`config.mk`:
```
export PLATFORM = sky130hd
export DESIGN_NAME = multi_ctrl_fsm
export DESIGN_NICKNAME = d
export VERILOG_FILES = /design/src/rtl/cpu_ctrl_pkg.sv /design/src/rtl/alu_ctl_dec.sv /design/src/rtl/multi_ctrl_fsm.sv
export SDC_FILE = /design/constraint.sdc
export NUM_CORES = 1
export LEC_CHECK = 0
export BUFFER_PORTS_ARGS = -buffer_cell sky130_fd_sc_hd__buf_4
export CORE_MARGIN = 1
export CORE_UTILIZATION = 40
export CTS_BUF_LIST = sky130_fd_sc_hd__clkbuf_4
export DETAILED_ROUTE_END_ITERATION = 8
export PLACE_DENSITY = 0.71
export RECOVER_POWER = 50
export SYNTH_ARGS = -nofsm -noshare
export SYNTH_HDL_FRONTEND = slang
export SYNTH_HIERARCHICAL = 1
export SYNTH_SLANG_ARGS = --single-unit
```
`constraint.sdc`:
```
create_clock -name clk -period 2.4 [get_ports clk]
set_input_delay 0.6 -clock clk [delete_from_list [all_inputs] [get_ports clk]]
set_output_delay 0.6 -clock clk [all_outputs]
set_load 0.005 [all_outputs]
```
`src/rtl/cpu_ctrl_pkg.sv`:
```
// Shared control encodings for the multi-cycle CPU: opcodes, functs, ALU codes,
// operand-source codes, pc_source codes and control-FSM state encodings.
// Latency: n/a (declarations only). Backpressure: n/a.
// The ALU wrapper imports the same ALU_* codes so both sides agree on alu_ctl.
package cpu_ctrl_pkg;

  localparam int CTRL_ST_W   = 4;
  localparam int CTRL_ACTL_W = 4;

  // Primary opcodes (IR[31:26])
  localparam logic [5:0] OP_RTYPE = 6'h00;
  localparam logic [5:0] OP_J     = 6'h02;
  localparam logic [5:0] OP_BEQ   = 6'h04;
  localparam logic [5:0] OP_BNE   = 6'h05;
  localparam logic [5:0] OP_ADDI  = 6'h08;
  localparam logic [5:0] OP_SLTI  = 6'h0A;
  localparam logic [5:0] OP_ANDI  = 6'h0C;
  localparam logic [5:0] OP_ORI   = 6'h0D;
  localparam logic [5:0] OP_LW    = 6'h23;
  localparam logic [5:0] OP_SW    = 6'h2B;

  // R-type function codes (IR[5:0])
  localparam logic [5:0] FN_ADD = 6'h20;
  localparam logic [5:0] FN_SUB = 6'h22;
  localparam logic [5:0] FN_AND = 6'h24;
  localparam logic [5:0] FN_OR  = 6'h25;
  localparam logic [5:0] FN_NOR = 6'h27;
  localparam logic [5:0] FN_SLT = 6'h2A;

  // ALU control codes
  localparam logic [CTRL_ACTL_W-1:0] ALU_AND = 4'b0000;
  localparam logic [CTRL_ACTL_W-1:0] ALU_OR  = 4'b0001;
  localparam logic [CTRL_ACTL_W-1:0] ALU_ADD = 4'b0010;
  localparam logic [CTRL_ACTL_W-1:0] ALU_SUB = 4'b0110;
  localparam logic [CTRL_ACTL_W-1:0] ALU_SLT = 4'b0111;
  localparam logic [CTRL_ACTL_W-1:0] ALU_NOR = 4'b1100;

  // ALU operand sources
  localparam logic       SRCA_PC      = 1'b0;
  localparam logic       SRCA_REG     = 1'b1;
  localparam logic [1:0] SRCB_REG     = 2'b00;
  localparam logic [1:0] SRCB_FOUR    = 2'b01;
  localparam logic [1:0] SRCB_IMM     = 2'b10;
  localparam logic [1:0] SRCB_IMM_SH2 = 2'b11;

  // PC source select
  localparam logic [1:0] PCS_ALU    = 2'b00;
  localparam logic [1:0] PCS_ALUOUT = 2'b01;
  localparam logic [1:0] PCS_JUMP   = 2'b10;

  // Control FSM state encodings; 13..15 are unused and recover to FETCH.
  localparam logic [CTRL_ST_W-1:0] S_FETCH    = 4'd0;
  localparam logic [CTRL_ST_W-1:0] S_DECODE   = 4'd1;
  localparam logic [CTRL_ST_W-1:0] S_MEM_ADDR = 4'd2;
  localparam logic [CTRL_ST_W-1:0] S_MEM_RD   = 4'd3;
  localparam logic [CTRL_ST_W-1:0] S_MEM_WB   = 4'd4;
  localparam logic [CTRL_ST_W-1:0] S_MEM_WR   = 4'd5;
  localparam logic [CTRL_ST_W-1:0] S_R_EXEC   = 4'd6;
  localparam logic [CTRL_ST_W-1:0] S_R_WB     = 4'd7;
  localparam logic [CTRL_ST_W-1:0] S_I_EXEC   = 4'd8;
  localparam logic [CTRL_ST_W-1:0] S_I_WB     = 4'd9;
  localparam logic [CTRL_ST_W-1:0] S_BRANCH   = 4'd10;
  localparam logic [CTRL_ST_W-1:0] S_JUMP     = 4'd11;
  localparam logic [CTRL_ST_W-1:0] S_HALT     = 4'd12;

  function automatic logic is_itype(input logic [5:0] op);
    return (op == OP_ADDI) || (op == OP_SLTI) || (op == OP_ANDI) || (op == OP_ORI);
  endfunction

endpackage

```
`src/rtl/alu_ctl_dec.sv`:
```
// ALU control decoder: maps opcode/funct to alu_ctl and immediate-extension select.
// Latency: purely combinational. Backpressure: none.
// Ports: opcode, funct in; alu_ctl (ALU operation), off (1 = zero-extend immediate) out.
module alu_ctl_dec
  import cpu_ctrl_pkg::*;
#(
  parameter int ACTL_W = CTRL_ACTL_W
) (
  input  logic [5:0]        opcode,
  input  logic [5:0]        funct,
  output logic [ACTL_W-1:0] alu_ctl,
  output logic              off
);

  always_comb begin
    alu_ctl = ALU_ADD;
    off     = 1'b0;
    case (opcode)
      OP_RTYPE: begin
        case (funct)
          FN_ADD:  alu_ctl = ALU_ADD;
          FN_SUB:  alu_ctl = ALU_SUB;
          FN_AND:  alu_ctl = ALU_AND;
          FN_OR:   alu_ctl = ALU_OR;
          FN_NOR:  alu_ctl = ALU_NOR;
          FN_SLT:  alu_ctl = ALU_SLT;
          default: alu_ctl = ALU_ADD; // unsupported funct executes as ADD
        endcase
      end
      OP_ADDI: alu_ctl = ALU_ADD;
      OP_SLTI: alu_ctl = ALU_SLT;
      // Logical immediates take the zero-extended form of the immediate.
      OP_ANDI: begin
        alu_ctl = ALU_AND;
        off     = 1'b1;
      end
      OP_ORI: begin
        alu_ctl = ALU_OR;
        off     = 1'b1;
      end
      default: alu_ctl = ALU_ADD;
    endcase
  end

endmodule

```
`src/rtl/multi_ctrl_fsm.sv`:
```
// Multi-cycle CPU control FSM: decodes opcode/funct and drives datapath enables and ALU selects.
// Latency: Moore outputs valid every cycle from the registered state; lw 5, sw/R/I 4, beq/bne/j 3 cycles.
// Backpressure: none; the FSM advances every clock and never stalls.
// Ports: clk, rst (sync, active-high); opcode/funct from IR; pc_write, pc_write_cond, branch_ne,
//   pc_source, iord, mem_read, mem_write, ir_write, reg_dst, mem_to_reg, reg_write, alu_src_a,
//   alu_src_b, off, ls, alu_ctl, instr_done, illegal.
// Build option CTRL_ILLEGAL_TRAP_EN: unknown opcodes trap into HALT (illegal=1 until rst);
//   when undefined, unknown opcodes retire as a 2-cycle NOP and illegal is tied low.
module multi_ctrl_fsm
  import cpu_ctrl_pkg::*;
#(
  parameter int ST_W   = CTRL_ST_W,
  parameter int ACTL_W = CTRL_ACTL_W
) (
  input  logic              clk,
  input  logic              rst,
  input  logic [5:0]        opcode,
  input  logic [5:0]        funct,
  output logic              pc_write,
  output logic              pc_write_cond,
  output logic              branch_ne,
  output logic [1:0]        pc_source,
  output logic              iord,
  output logic              mem_read,
  output logic              mem_write,
  output logic              ir_write,
  output logic              reg_dst,
  output logic              mem_to_reg,
  output logic              reg_write,
  output logic              alu_src_a,
  output logic [1:0]        alu_src_b,
  output logic              off,
  output logic              ls,
  output logic [ACTL_W-1:0] alu_ctl,
  output logic              instr_done,
  output logic              illegal
);

  logic [ST_W-1:0]   state;
  logic [ST_W-1:0]   state_next;
  logic [ACTL_W-1:0] dec_alu_ctl;
  logic              dec_off;

  alu_ctl_dec #(.ACTL_W(ACTL_W)) u_alu_ctl_dec (
    .opcode  (opcode),
    .funct   (funct),
    .alu_ctl (dec_alu_ctl),
    .off     (dec_off)
  );

  // State register
  always_ff @(posedge clk) begin
    if (rst) state <= S_FETCH;
    else     state <= state_next;
  end

  // Next-state logic
  always_comb begin
    state_next = S_FETCH;
    case (state)
      S_FETCH:  state_next = S_DECODE;
      S_DECODE: begin
        if ((opcode == OP_LW) || (opcode == OP_SW)) state_next = S_MEM_ADDR;
        else if (opcode == OP_RTYPE)                state_next = S_R_EXEC;
        else if (is_itype(opcode))                  state_next = S_I_EXEC;
        else if ((opcode == OP_BEQ) || (opcode == OP_BNE)) state_next = S_BRANCH;
        else if (opcode == OP_J)                    state_next = S_JUMP;
        else begin
`ifdef CTRL_ILLEGAL_TRAP_EN
          state_next = S_HALT;
`else
          state_next = S_FETCH;
`endif
        end
      end
      // Anything that is not lw here must be sw, since only those two reach MEM_ADDR.
      S_MEM_ADDR: state_next = (opcode == OP_LW) ? S_MEM_RD : S_MEM_WR;
      S_MEM_RD:   state_next = S_MEM_WB;
      S_R_EXEC:   state_next = S_R_WB;
      S_I_EXEC:   state_next = S_I_WB;
`ifdef CTRL_ILLEGAL_TRAP_EN
      S_HALT:     state_next = S_HALT;
`endif
      // Last-state-of-instruction states and unused encodings all return to FETCH.
      default:    state_next = S_FETCH;
    endcase
  end

  // Output decode
  always_comb begin
    pc_write      = 1'b0;
    pc_write_cond = 1'b0;
    branch_ne     = 1'b0;
    pc_source     = PCS_ALU;
    iord          = 1'b0;
    mem_read      = 1'b0;
    mem_write     = 1'b0;
    ir_write      = 1'b0;
    reg_dst       = 1'b0;
    mem_to_reg    = 1'b0;
    reg_write     = 1'b0;
    alu_src_a     = SRCA_PC;
    alu_src_b     = SRCB_REG;
    off           = 1'b0;
    ls            = 1'b0;
    alu_ctl       = ALU_ADD;
    instr_done    = 1'b0;
    illegal       = 1'b0;

    case (state)
      S_FETCH: begin
        mem_read  = 1'b1;
        ir_write  = 1'b1;
        pc_write  = 1'b1;
        alu_src_b = SRCB_FOUR;
      end
      // Speculatively compute the branch target into ALUOut.
      S_DECODE: alu_src_b = SRCB_IMM_SH2;
      S_MEM_ADDR: begin
        alu_src_a = SRCA_REG;
        alu_src_b = SRCB_IMM;
        ls        = 1'b1;
      end
      S_MEM_RD: begin
        mem_read = 1'b1;
        iord     = 1'b1;
      end
      S_MEM_WB: begin
        reg_write  = 1'b1;
        mem_to_reg = 1'b1;
        instr_done = 1'b1;
      end
      S_MEM_WR: begin
        mem_write  = 1'b1;
        iord       = 1'b1;
        instr_done = 1'b1;
      end
      S_R_EXEC: begin
        alu_src_a = SRCA_REG;
        alu_src_b = SRCB_REG;
        alu_ctl   = dec_alu_ctl;
      end
      S_R_WB: begin
        reg_write  = 1'b1;
        reg_dst    = 1'b1;
        instr_done = 1'b1;
      end
      S_I_EXEC: begin
        alu_src_a = SRCA_REG;
        alu_src_b = SRCB_IMM;
        alu_ctl   = dec_alu_ctl;
        off       = dec_off;
      end
      S_I_WB: begin
        reg_write  = 1'b1;
        instr_done = 1'b1;
      end
      S_BRANCH: begin
        alu_src_a     = SRCA_REG;
        alu_src_b     = SRCB_REG;
        alu_ctl       = ALU_SUB;
        pc_write_cond = 1'b1;
        pc_source     = PCS_ALUOUT;
        branch_ne     = (opcode == OP_BNE);
        instr_done    = 1'b1;
      end
      S_JUMP: begin
        pc_write   = 1'b1;
        pc_source  = PCS_JUMP;
        instr_done = 1'b1;
      end
`ifdef CTRL_ILLEGAL_TRAP_EN
      S_HALT: illegal = 1'b1;
`endif
      default: ;
    endcase

    // Reset dominates: nothing, including alu_ctl, is driven while rst is high.
    if (rst) begin
      pc_write      = 1'b0;
      pc_write_cond = 1'b0;
      branch_ne     = 1'b0;
      pc_source     = 2'b00;
      iord          = 1'b0;
      mem_read      = 1'b0;
      mem_write     = 1'b0;
      ir_write      = 1'b0;
      reg_dst       = 1'b0;
      mem_to_reg    = 1'b0;
      reg_write     = 1'b0;
      alu_src_a     = 1'b0;
      alu_src_b     = 2'b00;
      off           = 1'b0;
      ls            = 1'b0;
      alu_ctl       = '0;
      instr_done    = 1'b0;
      illegal       = 1'b0;
    end
  end

endmodule

```
==> impl_metrics.json <==
{
  "yosysUniqueCellTypes": 48,
  "top_regs": "state (4)",
  "syn_to_final_growth_pct": 49.0,
  "hpwlAfterDp_mm": 1.59,
  "async_flop_share": 0,
  "max-clock-path-buffers": 2,
  "seq_area_sq_um": 81.3,
  "crit_required_ns": 1.80,
  "clock_latency_ns": 0.24,
  "largest_reg_flops": 4,
  "fmax_mhz": 416,
  "core_sq_mm": 0.00175,
  "slew_viol_final": 0,
  "drt-pass1-iter-count": 4,
  "r2r-start": "state[0]",
  "r2r_slack_ns": 0.96,
  "p_per_area_mw_per_mm2": 244,
  "worstHoldStart": "state[0]",
  "crit_path_start": "opcode[1]",
  "status": "finished with violations",
  "io_pins": 37,
  "routed_wl_mm": 2.20,
  "gp_congestion": 0.837,
  "synthCells": 109,
  "drc": 0,
  "final.setup.worst_slack_ns": -0.00570,
  "path_max_fanout": 2,
  "start_kind": "input pin",
  "drtIter0Drc": 26,
  "fp.dieW_microns": 45.5,
  "dpl_cell_area_sq_mm": 0.00107,
  "clk_transition_reported_paths_ns": 0.04,
  "clockRootBuffer": "clkbuf_4",
  "hold_viol_final": 0,
  "ys_warn_count": 6,
  "die-area_sq_mm": 0.00207,
  "avgSynthCellArea_sq_um": 6.93,
  "regMostFlops": "state",
  "synth_area_sq_um": 756,
  "synth_ff_type": "dfxtp_1",
  "multi_input_area_sq_um": 627,
  "ant_nets": 0,
  "start_util": 0.433,
  "maxCapViolations": 0,
  "antenna_found_initial": 0,
  "hold_path_class": "reg2reg",
  "critPathCaptureType": "output pin",
  "portBuffers": 35,
  "vias_per_cell": 5.48,
  "worst_ep_arrival_time_ns": 1.81,
  "place_ws_ns": -0.0514,
  "critPathKind": "in2out",
  "fin_crit_ns": 2.41,
  "finClkSkew_ns": 0.00290,
  "num_vias": 948,
  "nFillCells": 165,
  "cts_tree": "done",
  "synth.area.top_cells": "dfxtp_1, nor3_1, nor2_1",
  "gr-usage-all-layers": 0.235,
  "holdWs_ns": 0.588,
  "cts_made_buffers": 3,
  "yosys.area.top_type": "dfxtp_1",
  "grt_pass1_vias": 863,
  "grt_start_max_net_pins": 20,
  "syn_nets": 123,
  "period_share": 1.00,
  "grt_pass1_wl_mm": 3.62,
  "fin_nets": 164,
  "setup_viol_count_final": 1,
  "p_leak_uw": 0.000486,
  "htreeDepth": 1,
  "yosysTopAreaCellShare": 0.106,
  "synth_edf_count": 0,
  "peakVddDrop_v": 0.000229,
  "rsz0062_at_grt": "true",
  "rows": 15,
  "ys_seq_area_frac": 0.106,
  "fin_area_sq_mm": 0.00113,
  "wl_per_cell_microns": 12.7,
  "die_h_microns": 45.5,
  "drive_above_1_share": 0.378,
  "grt_overflow": 0,
  "clock_sinks": 4,
  "ys_ff_latch": 4,
  "n_antenna_cell": 0,
  "failed_checks": "setup timing"
}
[logic make-up after synthesis]
kind of cell / synth area share
xor+xnor: 0.0348
buf+inv: 0.0844
flops: 0.106
simple gates: 0.478
other cells: 0.00496
compound gates: 0.265
mux: 0.0265
[worst max-delay path, stage by stage]
cell	delay (ns)
buf_4	0.12
nor4b_4	0.25
nand4_1	0.18
o22ai_2	0.19
a21o_1	0.13
a22oi_1	0.06
nor3_1	0.15
buf_4	0.14
[stage by stage]
stage | util | power [uW] | TNS, ns | cells
CTS | 0.638 | 277 | 0 | 172
finish | 0.645 | 275 | -0.00570 | 173
global route | 0.645 | 298 | -0.0972 | 173
global placement | 0.614 | 181 | -0.0449 | 169
detailed placement | 0.614 | 183 | -0.0514 | 169
floorplan | - | 128 | 0 | 109
[routing by layer]
layer / vias up / share of wire / global-route usage
li1: 493 / - / -
met1: 442 / 0.47 / 0.297
met2: 13 / 0.51 / 0.400
met3: 0 / 0.016 / 0.0238
met4: 0 / 0 / 0.0970
met5: - / 0 / 0
[what timing repair did]
| item | 4_1_cts | 5_1_grt |
|---|---|---|
| buffers inserted | 0 | 1 |
| pin swaps | 2 | 5 |
| hold buffers | 0 | 0 |
| gates resized for setup | 3 | 3 |
| cloned | 0 | 0 |
| setup endpoints to repair | 1 | 5 |
[worst paths after layout]
kind | cells after the start | end
setup / recovery | 8 | alu_ctl[2]
hold / removal | 2 | state[2]
setup reg to reg | 5 | state[1]
hold reg to reg | 2 | state[2]
[final cells by class]
cell class / instances / share of cell area
Multi-Input combinational cell: 92 / 0.557
Timing Repair Buffer: 46 / 0.313
Sequential cell: 4 / 0.0722
Tap cell: 25 / 0.0278
Clock buffer: 3 / 0.0200
Inverter: 3 / 0.0100
[cell usage after synthesis (all sizes together) (2+ instances only)]
master	instances
nor2	11
nor3	10
buf	9
a21oi	7
nand2	5
dfxtp	4
nand3	4
nor4b	4
and3	3
inv	3
nand2b	3
o21ai	3
or3	3
xnor2	3
a21o	2
and3b	2
mux2i	2
nand3b	2
nor2b	2
nor4	2
o22a	2
o22ai	2
[cell usage in the layout (no fill, tap or decap), types with 2 or more instances in the layout]
cell and n:
buf_4 39, nor2_1 11, nor3_1 9, a21oi_1 7
clkbuf_4 6, nand2_1 5, nand3_1 4, inv_1 3
and3_1 3, nand2b_1 3, xnor2_1 3, or3_1 3
nor4b_1 3, buf_6 3, dfxtp_1 3, nor2b_1 2
o22a_1 2, mux2i_1 2, nor4_1 2, and3b_1 2
a21o_1 2, nand3b_1 2, o21ai_0 2
[power breakdown]
group	leakage [uW]	switching [uW]	total, uW	internal, uW
combinational	0.000439	54.8	115	59.7
clock	0.0000138	30.7	86.9	56.2
sequential	0.0000331	4.33	73.3	68.9
total	0.000486	89.9	275	185
(Power assumes the default switching activity.)
